===== src/rtl/instr_fetch_sequencer.sv =====
`default_nettype none
// +--------------------------------------------------------------------------+
// | Module   : instr_fetch_sequencer                                         |
// | Brief    : PC-driven fetch/decode/issue sequencer for a small core array;|
// |            optional busy-cycle counter enabled by FETCH_CYCLE_CNT_EN.    |
// | Revision : 1.0                                                           |
// +--------------------------------------------------------------------------+
module instr_fetch_sequencer (
  input  logic       clock,
  input  logic       reset_n,
  input  logic       start,
  input  logic [7:0] instruction,
  input  logic       z_flag,
  input  logic       exec_done,
  output logic [7:0] addr,
  output logic [7:0] opcode,
  output logic       opcode_valid,
  output logic [3:0] core_en,
  output logic       busy,
  output logic       halted
`ifdef FETCH_CYCLE_CNT_EN
  ,
  output logic [15:0] cycle_cnt
`endif
);

  localparam logic [7:0] c_op_en0    = 8'd3;
  localparam logic [7:0] c_op_en1    = 8'd4;
  localparam logic [7:0] c_op_en2    = 8'd5;
  localparam logic [7:0] c_op_en3    = 8'd6;
  localparam logic [7:0] c_op_enall  = 8'd7;
  localparam logic [7:0] c_op_rstall = 8'd8;
  localparam logic [7:0] c_op_end    = 8'd38;
  localparam logic [7:0] c_op_jumnz  = 8'd40;

  typedef enum logic [2:0] {
    S_IDLE     = 3'd0,
    S_FETCH    = 3'd1,
    S_DECODE   = 3'd2,
    S_ISSUE    = 3'd3,
    S_EXEC     = 3'd4,
    S_OPFETCH  = 3'd5,
    S_OPDECODE = 3'd6,
    S_HALT     = 3'd7
  } state_t;

  state_t     r_state;
  logic [7:0] r_pc;
  logic [7:0] w_pc_inc;
  logic [7:0] w_pc_inc2;

  assign w_pc_inc  = r_pc + 8'd1;
  assign w_pc_inc2 = r_pc + 8'd2;

  // addr tracks the PC except during the JUMNZ operand fetch at pc+1.
  always_ff @(posedge clock or negedge reset_n) begin
    if (!reset_n) begin
      r_state      <= S_IDLE;
      r_pc         <= 8'd0;
      addr         <= 8'd0;
      opcode       <= 8'd0;
      opcode_valid <= 1'b0;
      core_en      <= 4'b0000;
      busy         <= 1'b0;
      halted       <= 1'b0;
    end else begin
      opcode_valid <= 1'b0;
      case (r_state)
        S_IDLE, S_HALT: begin
          if (start) begin
            r_pc    <= 8'd0;
            addr    <= 8'd0;
            busy    <= 1'b1;
            halted  <= 1'b0;
            r_state <= S_FETCH;
          end
        end
        S_FETCH: r_state <= S_DECODE;
        S_DECODE: begin
          case (instruction)
            c_op_en0, c_op_en1, c_op_en2, c_op_en3, c_op_enall: begin
              case (instruction)
                c_op_en0: core_en <= 4'b0001;
                c_op_en1: core_en <= 4'b0010;
                c_op_en2: core_en <= 4'b0100;
                c_op_en3: core_en <= 4'b1000;
                default:  core_en <= 4'b1111;
              endcase
              r_pc    <= w_pc_inc;
              addr    <= w_pc_inc;
              r_state <= S_FETCH;
            end
            c_op_end: begin
              busy    <= 1'b0;
              halted  <= 1'b1;
              r_state <= S_HALT;
            end
            c_op_jumnz: begin
              addr    <= w_pc_inc;
              r_state <= S_OPFETCH;
            end
            default: begin
              // RSTALL is still forwarded to the datapath after clearing the mask.
              if (instruction == c_op_rstall) core_en <= 4'b0000;
              opcode       <= instruction;
              opcode_valid <= 1'b1;
              r_state      <= S_ISSUE;
            end
          endcase
        end
        S_ISSUE: r_state <= S_EXEC;
        S_EXEC: begin
          if (exec_done) begin
            r_pc    <= w_pc_inc;
            addr    <= w_pc_inc;
            r_state <= S_FETCH;
          end
        end
        S_OPFETCH: r_state <= S_OPDECODE;
        S_OPDECODE: begin
          if (!z_flag) begin
            r_pc <= instruction;
            addr <= instruction;
          end else begin
            r_pc <= w_pc_inc2;
            addr <= w_pc_inc2;
          end
          r_state <= S_FETCH;
        end
        default: r_state <= S_IDLE;
      endcase
    end
  end

`ifdef FETCH_CYCLE_CNT_EN
  always_ff @(posedge clock or negedge reset_n) begin
    if (!reset_n) begin
      cycle_cnt <= 16'd0;
    end else if ((r_state == S_IDLE || r_state == S_HALT) && start) begin
      cycle_cnt <= 16'd0;
    end else if (busy && cycle_cnt != 16'hFFFF) begin
      cycle_cnt <= cycle_cnt + 16'd1;
    end
  end
`endif

endmodule
`default_nettype wire

===== config.mk =====
export PLATFORM = sky130hd
export DESIGN_NAME = instr_fetch_sequencer
export DESIGN_NICKNAME = d
export VERILOG_FILES = /design/src/rtl/instr_fetch_sequencer.sv
export SDC_FILE = /design/constraint.sdc
export NUM_CORES = 1
export LEC_CHECK = 0
export BUFFER_PORTS_ARGS = -buffer_cell sky130_fd_sc_hd__buf_2
export CAP_MARGIN = 20
export CORE_AREA = 2 2 70 72
export DETAILED_ROUTE_END_ITERATION = 12
export DIE_AREA = 0 0 72 74
export HOLD_SLACK_MARGIN = 0.06
export SYNTH_ARGS = -nofsm -noshare
export SYNTH_HDL_FRONTEND = slang
export SYNTH_SLANG_ARGS = --single-unit

===== constraint.sdc =====
create_clock -name clock -period 2.41 [get_ports clock]
set_input_delay 0.482 -clock clock [delete_from_list [all_inputs] [get_ports clock]]
set_output_delay 0.482 -clock clock [all_outputs]
set_load 0.02 [all_outputs]

==> impl_metrics.yaml <==
setup_path:
  worst_path_maximum_fanout: 7
  critical-path-top-delay-family: "compound AO/OA/AOI/OAI gates"
  slowest_stage: "sky130_fd_sc_hd__dfrtp_1"
  crit_type: "reg2reg"
  arrival_ns: 2.19
  end_kind: "register"
  critPathBufInv: 0
  worstPathCellList: "ha_1 > and3_1 > nand3_1 > a22o_1 > a211o_1 > mux2_2"
  r2r-start: "r_pc[2]"
  crit_path_start: "r_pc[2]"
  critical_path.max_stage_delay_ns: 0.48
  timing.critical_path.from_type: "register"
  worst-endpoint-required_ns: 2.58
power:
  powerDensity_mw_per_mm2: 1350
  power.share.switching_pct: 40.7
  p_int_mw: 1.85
  total_power_mw: 3.12
  netSwitchingPower_mw: 1.27
  ir_drop_worst_case_vdd_mv: 0.578
  power_leakage_nw: 1.05
  share_clk_of_total_power_pct: 16.7
  seq_power_share_pct: 32.4
  power.combinational.fraction_pct: 51.0
route:
  pre_repair_dr_iteration_count: 4
  antenna_violating_nets_post_route: 0
  detailedRoute.firstIterationViolations: 64
  drt-total-wl_um: 4340
  post-route-drc-count: 0
  routed-via-count: 1563
  routedWlPerCell_um: 15.3
  detail_route.vias_per_cell: 5.52
die:
  start_util_pct: 42.8
  die_x_um: 72
  die_h_um: 74
  floorplan.io_pins: 36
  placementRows: 25
  core_area_mm2: 0.00460
  floorplan.die_area_mm2: 0.00533
clocking:
  tritoncts.num_buffers: 5
  tritoncts_clock_tree: "built"
  clock_tree_buffer_depth: 2
  clkSinkCount: 34
  ctsResizeCount: 0
  postCtsHoldBufs: 0
  h-tree-depth: 2
  worst_skew_pair.late_latency_ns: 0.29
  clk_pin_slew_ns: 0.07
  root_buffer: "sky130_fd_sc_hd__clkbuf_8"
  cts_setup_buffers: 0
finish:
  post-route-cell-area_mm2: 0.00232
  fraction_of_layout_cells_with_a_size_suffix_above_1_pct: 29.7
  layout.nets: 243
  areaGrowthSynthToFinish_pct: 17.7
  final_core_util_pct: 50.4
  n_antenna_cell: 0
synth:
  synth.distinct_cells: 53
  synth_flop_cell: "sky130_fd_sc_hd__dfrtp_1"
  synth_cells: 190
  synth_enable_flop_cells: 0
  synth-seq-cells: 34
  syn_nets: 205
  yosysSeqAreaShare_pct: 43.2
  synth_async_sr_flop_share_pct: 100
  synth_area_mm2: 0.00197
  synth_warnings: 0
  synthesis.area_per_instance_um2: 10.4
sta:
  upper_clock_frequency_limit_mhz: 497
  timing_worst_slew_pin_value_ns: 0.760
  fin_tns_setup_ns: 0
  setup_violations: 0
  fin_crit_ns: 2.01
  post_route_clock_period_utilization_pct: 83.5
  timing_hold_violations_final: 0
  timing.slew.headroom_pct: 49.3
  grt_setup_unrepaired: "no"
  clock_skew_ns: 0.00506
  worst_hold_slack_ns: 0.262
  timing_max_transition_violations_final: 0
grt:
  antenna_found_initial: 0
  grt.total_usage_pct: 17.9
  pin_count_of_the_biggest_net_entering_global_routing: 35
  first_pass_grt_wire_length_um: 7360
  grt_pass1_vias: 1493
  final_global_route_overflow_total: 0
min_path:
  timing.hold.worst.class: "in2async"
placed_design:
  numPortBuffers: 35
  area_after_dpl_mm2: 0.00221
  place.gp.congestion: 0.813
  post-dp-hpwl_um: 3190
status:
  outcome: "complete, no violations"
job:
  drv.max_cap_violation_count: 0
## cell usage in the layout (no fill, tap or decap), types with 4 or more instances in the layout
cell	netlist	layout
sky130_fd_sc_hd__a211oi_1	5	5
sky130_fd_sc_hd__a21oi_1	14	14
sky130_fd_sc_hd__a22o_1	5	5
sky130_fd_sc_hd__buf_2	0	35
sky130_fd_sc_hd__buf_4	1	8
sky130_fd_sc_hd__clkbuf_8	0	5
sky130_fd_sc_hd__dfrtp_1	34	34
sky130_fd_sc_hd__inv_1	5	5
sky130_fd_sc_hd__mux2_4	8	8
sky130_fd_sc_hd__nand2_1	10	10
sky130_fd_sc_hd__nand3_1	4	4
sky130_fd_sc_hd__nor2_1	14	14
sky130_fd_sc_hd__nor3_1	5	5
sky130_fd_sc_hd__o211ai_1	4	4
sky130_fd_sc_hd__o21ai_0	4	4
sky130_fd_sc_hd__o21ai_1	4	4
sky130_fd_sc_hd__xnor2_1	7	7
## power groups by stage
stage                     Combinational, mW  Sequential [mW]  Clock, mW
after detailed placement               1.60             1.02          0
after CTS                              1.61             1.01      0.532
after global routing                   1.76             1.05      0.549
after global placement                 1.58             1.03          0
after floorplan                        1.05             1.15          0
final                                  1.59             1.01      0.520
## cells by family (layout without fill, tap and decap cells)
kind of cell / Yosys count / count (layout) / share of synthesized area, %
buf+inv: 17 / 56 / 4.20
simple gates: 57 / 57 / 16.3
xor+xnor: 8 / 8 / 3.56
compound gates: 58 / 58 / 22.1
flops: 34 / 34 / 43.2
fa+ha+maj: 2 / 2 / 1.27
mux: 14 / 14 / 9.35
## cell usage after synthesis (all sizes together), types with 2 or more instances
| library cell | instances | area share (%) |
|---|---|---|
| dfrtp | 34 | 43 |
| a21oi | 15 | 4.4 |
| nor2 | 14 | 2.7 |
| mux2 | 11 | 7.8 |
| nand2 | 10 | 1.9 |
| clkbuf | 9 | 1.7 |
| o21ai | 8 | 2.0 |
| xnor2 | 7 | 3.1 |
| a211oi | 6 | 2.5 |
| a22o | 5 | 2.2 |
| inv | 5 | 0.95 |
| nor3 | 5 | 1.3 |
| nand3 | 4 | 1.0 |
| o211ai | 4 | 1.5 |
| buf | 3 | 1.5 |
| mux2i | 3 | 1.5 |
| nor2b | 3 | 1.3 |
| nor3b | 3 | 1.1 |
| nor4b | 3 | 1.3 |
| o21bai | 3 | 1.1 |
| a211o | 2 | 0.89 |
| and2 | 2 | 0.64 |
| and3 | 2 | 0.64 |
| ha | 2 | 1.3 |
| nand2b | 2 | 0.64 |
| nand3b | 2 | 0.76 |
| o21a | 2 | 0.76 |
| o22a | 2 | 0.89 |
| o31ai | 2 | 0.76 |
## worst paths after layout
kind,depth (start not counted),end,slack [ns]
worst max-delay path,6,addr[7],0.40
worst min-delay path,1,core_en[2],0.26
worst max register to register,6,addr[7],0.40
worst min register to register,2,core_en[0],0.47
max in group asynchronous,1,addr[7],1.67
min in group clock,2,core_en[0],0.47
## per-layer routing
layer	wire length, um	part of all wire, %	track usage [%]
met2	1920	44	27.9
met5	0	0	0
met3	203	4.7	3.66
met1	2140	49	24.5
met4	70	1.6	7.55
## flip-flops by register name, indices dropped and copies added, names as in the netlist
name,count
r_state,3
addr,8
halted,1
opcode_valid,1
opcode,8
core_en,4
busy,1
r_pc,8
## final cells by class
class | instances | area (um2)
clock inverter | 3 | 40.0
inverter | 5 | 18.8
timing repair buffer | 43 | 235
fill | 427 | 2280
tap | 54 | 67.6
clock buffer | 5 | 68.8
multi-input combinational | 139 | 1030
sequential | 34 | 851
## through the flow
| step | setup WS (ns) | cells |
|---|---|---|
| floorplan | 0.329 | 190 |
| global placement | 0.127 | 275 |
| detailed placement | 0.112 | 275 |
| CTS | 0.406 | 283 |
| global route | 0.277 | 283 |
| finish | 0.398 | 283 |
Note: power is estimated with default switching activity, not from simulation.
